## config.mk

```make
export PLATFORM = sky130hd
export DESIGN_NAME = and_nxw_pipe
export DESIGN_NICKNAME = d
export VERILOG_FILES = /design/src/rtl/and_nxw_pipe.sv
export SDC_FILE = /design/constraint.sdc
export NUM_CORES = 1
export LEC_CHECK = 0
export BUFFER_PORTS_ARGS = -buffer_cell sky130_fd_sc_hd__buf_2
export CAP_MARGIN = 10
export CORE_AREA = 4 4 41 43
export CTS_BUF_LIST = sky130_fd_sc_hd__clkbuf_4
export DETAILED_ROUTE_END_ITERATION = 6
export DIE_AREA = 0 0 45 47
export PLACE_DENSITY = 0.59
export SLEW_MARGIN = 0
export SYNTH_ARGS = -nofsm -noshare
export SYNTH_HDL_FRONTEND = slang
export SYNTH_SLANG_ARGS = --single-unit
```

## constraint.sdc

```tcl
create_clock -name CLK -period 3.1 [get_ports CLK]
set_clock_uncertainty 0.05 [all_clocks]
set_input_delay 0.155 -clock CLK [delete_from_list [all_inputs] [get_ports CLK]]
set_output_delay 0.155 -clock CLK [all_outputs]
set_load 0.005 [all_outputs]
```

## src/rtl/and_nxw_pipe.sv

```systemverilog
// Registered N-lane, W-bit bitwise combiner (AND/OR/XOR/PASS) behind a valid/ready output stage.
// Define AND_NXW_PIPE_ACCUM_EN to fold consecutive beats into one result per LAST-terminated frame.
module and_nxw_pipe #(
    parameter int N  = 2,
    parameter int W  = 2,
    parameter int CW = 8
) (
    input  logic            CLK,
    input  logic            RESETN,
    input  logic [N*W-1:0]  I,
    input  logic [1:0]      OP,
    input  logic            LAST,
    input  logic            I_VALID,
    output logic            I_READY,
    output logic [W-1:0]    O,
    output logic [CW-1:0]   O_COUNT,
    output logic            O_VALID,
    input  logic            O_READY
);

    typedef enum logic [1:0] {OP_AND, OP_OR, OP_XOR, OP_PASS} op_t;

    // Handshake: a beat moves when I_VALID && I_READY; a result moves when O_VALID && O_READY.
    // I_READY depends only on the output stage, never on I_VALID.
    function automatic logic [W-1:0] combine(op_t op, logic [W-1:0] a, logic [W-1:0] b);
        logic [W-1:0] y;
        case (op)
            OP_AND:  y = a & b;
            OP_OR:   y = a | b;
            OP_XOR:  y = a ^ b;
            default: y = a;
        endcase
        return y;
    endfunction

    logic         accept;
    op_t          beat_op;
    logic [W-1:0] r;

    assign I_READY = !O_VALID || O_READY;
    assign accept  = I_VALID && I_READY;

    // PASS leaves lane 0 in r because combine() returns its left operand.
    always_comb begin
        r = I[W-1:0];
        for (int k = 1; k < N; k++) begin
            r = combine(beat_op, r, I[k*W +: W]);
        end
    end

`ifdef AND_NXW_PIPE_ACCUM_EN
    logic          in_frame;
    op_t           frame_op;
    logic [W-1:0]  acc;
    logic [W-1:0]  fold;
    logic [CW-1:0] cnt;
    logic [CW-1:0] cnt_next;

    // The operation is latched on the first beat of a frame and used for every later beat.
    assign beat_op = in_frame ? frame_op : op_t'(OP);

    // First beat: identity op r == r, so the identity constant never needs materialising.
    always_comb begin
        fold     = r;
        cnt_next = CW'(1);
        if (in_frame) begin
            fold     = (beat_op == OP_PASS) ? r : combine(beat_op, acc, r);
            cnt_next = (cnt == {CW{1'b1}}) ? cnt : cnt + CW'(1);
        end
    end

    always_ff @(posedge CLK) begin
        if (!RESETN) begin
            O        <= '0;
            O_COUNT  <= '0;
            O_VALID  <= 1'b0;
            in_frame <= 1'b0;
            frame_op <= OP_AND;
            acc      <= '0;
            cnt      <= '0;
        end else if (accept && LAST) begin
            O        <= fold;
            O_COUNT  <= cnt_next;
            O_VALID  <= 1'b1;
            in_frame <= 1'b0;
        end else begin
            if (O_READY) begin
                O_VALID <= 1'b0;
            end
            if (accept) begin
                acc      <= fold;
                cnt      <= cnt_next;
                in_frame <= 1'b1;
                if (!in_frame) begin
                    frame_op <= beat_op;
                end
            end
        end
    end
`else
    logic unused_last;

    assign unused_last = LAST;
    assign beat_op     = op_t'(OP);
    assign O_COUNT     = '0;

    always_ff @(posedge CLK) begin
        if (!RESETN) begin
            O       <= '0;
            O_VALID <= 1'b0;
        end else if (accept) begin
            O       <= r;
            O_VALID <= 1'b1;
        end else if (O_READY) begin
            O_VALID <= 1'b0;
        end
    end
`endif

endmodule
```

==> results.sh <==
export IMPL_max_freq_mhz=811
export IMPL_ys_types=11
export IMPL_avgViaCountPerCell=3.88
export IMPL_gp_routability_congestion=0.638
export IMPL_die_h_um=47
export IMPL_drtIter0Drc=9
export IMPL_num_antenna_cells=0
export IMPL_setup_tns_ns=0
export IMPL_h_tree_depth=1
export IMPL_cts_root_buf="clkbuf_4"
export IMPL_swShare=0.230
export IMPL_ant_nets=0
export IMPL_timing_rr_start="O_VALID"
export IMPL_worstHoldEndpoint="O_VALID"
export IMPL_slowest_stage="mux4_1"
export IMPL_r2r_end="O[1]"
export IMPL_yosysWarnings=0
export IMPL_critical_path_class="primary input to flip-flop"
export IMPL_dieWidth_um=45
export IMPL_grt_util_met1=0.0595
export IMPL_port_buffers=13
export IMPL_ys_ff_latch=3
export IMPL_dr_pass1_iters=4
export IMPL_gr_usage_all_layers=0.0562
export IMPL_hold_depth=3
export IMPL_final_setup_viol_count=0
export IMPL_syn_area_um2=304
export IMPL_status="finished, final reports clean"
export IMPL_dpl_hpwl_um=451
export IMPL_irDropWorstVdd_mv=0.107
export IMPL_path_clk_slew_ns=0.04
export IMPL_cts_setup_buffers=0
export IMPL_cts_path_max_buffers=2
export IMPL_grt_overflow=0
export IMPL_start_util=0.234
export IMPL_rows=13
export IMPL_cpPeakStageDelay_ns=0.49
export IMPL_num_vias=248
export IMPL_power_frac_seq=0.292
export IMPL_drive_above_1_share=0.347
export IMPL_min_period_ns=1.23
export IMPL_wl_per_cell_um=8.45
export IMPL_placedCellCount=60
export IMPL_crit_path_end_kind="flip-flop"
export IMPL_arrival_ns=1.30
export IMPL_clockPowerShare=0.518
export IMPL_yosysSeqAreaShare=0.198
export IMPL_antenna_found_initial=0
export IMPL_hold_class="primary input to flip-flop"
export IMPL_grt_use_met3=0.0230
export IMPL_grt_pass1_vias=191
export IMPL_finalWirelength_um=541
export IMPL_core_area_mm2=0.00130
export IMPL_cts_hold_buf=0
export IMPL_p_int_w=0.000114
export IMPL_fin_util=0.295
export IMPL_nFillCells=154
export IMPL_syn_area_per_cell_um2=9.21
export IMPL_nNetsFinal=65
export IMPL_layout_cells_non_filler=64
export IMPL_reg2reg_depth=3
export IMPL_grt_max_degree=7
export IMPL_power_leakage_nw=0.236
export IMPL_rsz0062_at_grt="no"
export IMPL_cts_resized=0
export IMPL_startpoint_type="primary input"
export IMPL_dpl_cell_area_um2=354
export IMPL_p_sw_w=0.0000340
export IMPL_worst_skew_pair_late_latency_ns=0.23
export IMPL_r2r_slack_ns=2.17
export IMPL_dieArea_mm2=0.00212
export IMPL_grt_busiest_layer="met4"
export IMPL_worstPathCellList="buf_2, inv_1, ha_1, mux4_1, a41o_1"
export IMPL_max_cap_violations=0
export IMPL_syn2layout_area_growth_pct=26.3
export IMPL_crit_start="I[1]"
export IMPL_combPwrFrac=0.190
export IMPL_p_per_area_mw_per_mm2=384
export IMPL_route_detailed_drc=0
export IMPL_worst_hold_startpoint="I_VALID"
export IMPL_synth_cells=33
export IMPL_grt_pass1_wl_um=731
export IMPL_grt_use_met2=0.0678
export IMPL_min_period_over_period=0.398
export IMPL_hold_violations=0
export IMPL_cp_max_fo=3
export IMPL_required_ns=3.17
export IMPL_numCtsBuffers=3
export IMPL_io_pins=23
export IMPL_fin_area_um2=384
export IMPL_cts_sinks=3
export IMPL_cts_tree="yes"
export IMPL_drv_slew=0
==> through the flow <==
stage               hold WS, ns  setup slack [ns]  power [W]
floorplan                 0.244              1.78  0.0000657
global placement          0.394              1.64  0.0000712
detailed placement        0.399              1.63  0.0000718
CTS                       0.149              1.87   0.000153
global route              0.168              1.82   0.000159
finish                    0.160              1.87   0.000148
==> power groups by stage <==
| stage | registers, W | clock network (W) | logic [W] |
|---|---|---|---|
| finish | 0.0000431 | 0.0000764 | 0.0000281 |
| global route | 0.0000434 | 0.0000832 | 0.0000324 |
| CTS | 0.0000431 | 0.0000815 | 0.0000285 |
| detailed placement | 0.0000437 | 0 | 0.0000281 |
| global placement | 0.0000437 | 0 | 0.0000275 |
| floorplan | 0.0000441 | 0 | 0.0000216 |
==> routing by layer <==
| metal | vias to the layer above | part of all wire | wire length (um) |
|---|---|---|---|
| met4 | 0 | 0.015 | 8 |
| met3 | 2 | 0.17 | 94 |
| li1 | 126 | - | - |
| met5 | - | 0 | 0 |
| met2 | 15 | 0.43 | 235 |
| met1 | 105 | 0.37 | 201 |
==> state kept, by name, indices dropped and copies added (netlist names) <==
| name | cells |
|---|---|
| O_VALID | 1 |
| O | 2 |
==> worst max-delay path by stage <==
stage,depth (start not counted),endpoint
floorplan,4,O[0]
global placement,5,O[1]
detailed placement,5,O[0]
CTS,5,O[1]
global route,5,O[1]
finish,5,O[1]
==> Yosys cell counts <==
cell / count / share of area
nand2b_1: 1 / 0.021
buf_4: 8 / 0.20
a21oi_1: 2 / 0.033
dfxtp_1: 3 / 0.20
conb_1: 1 / 0.012
ha_1: 4 / 0.16
a41o_1: 2 / 0.066
mux4_1: 2 / 0.17
a21boi_0: 1 / 0.025
inv_1: 7 / 0.086
nand2_1: 2 / 0.025
==> worst max-delay path: cells and delay by family <==
kind,cells,cell delay (ns)
compound gates,1,0.24
fa+ha+maj,1,0.27
buf+inv,2,0.14
mux,1,0.49
==> cell type report <==
| class | count | area (um^2) | area share |
|---|---|---|---|
| Multi-Input combinational cell | 22 | 184 | 0.479 |
| Timing Repair Buffer | 13 | 65.1 | 0.169 |
| Sequential cell | 3 | 60.1 | 0.156 |
| Clock buffer | 4 | 30.0 | 0.0782 |
| Inverter | 7 | 26.3 | 0.0684 |
| Tap cell | 15 | 18.8 | 0.0489 |
==> kinds of logic after synthesis <==
logic type / count (synthesis) / synth area share
buffers and inverters: 15 / 0.284
AOI/OAI and AO/OA: 5 / 0.123
adders and majority gates: 4 / 0.165
and+or+nand+nor: 3 / 0.0453
DFF: 3 / 0.198
muxes: 2 / 0.173
other: 1 / 0.0123
==> placed cells by master (no fill, tap or decap), drive strengths merged <==
| cell | instances |
|---|---|
| nand2 | 2 |
| buf | 13 |
| a41o | 2 |
| clkbuf | 4 |
| conb | 8 |
| ha | 4 |
| nand2b | 1 |
| inv | 7 |
| a21oi | 2 |
| a21boi | 1 |
| dfxtp | 3 |
| mux4 | 2 |
Note: power is estimated with default switching activity, not from simulation.
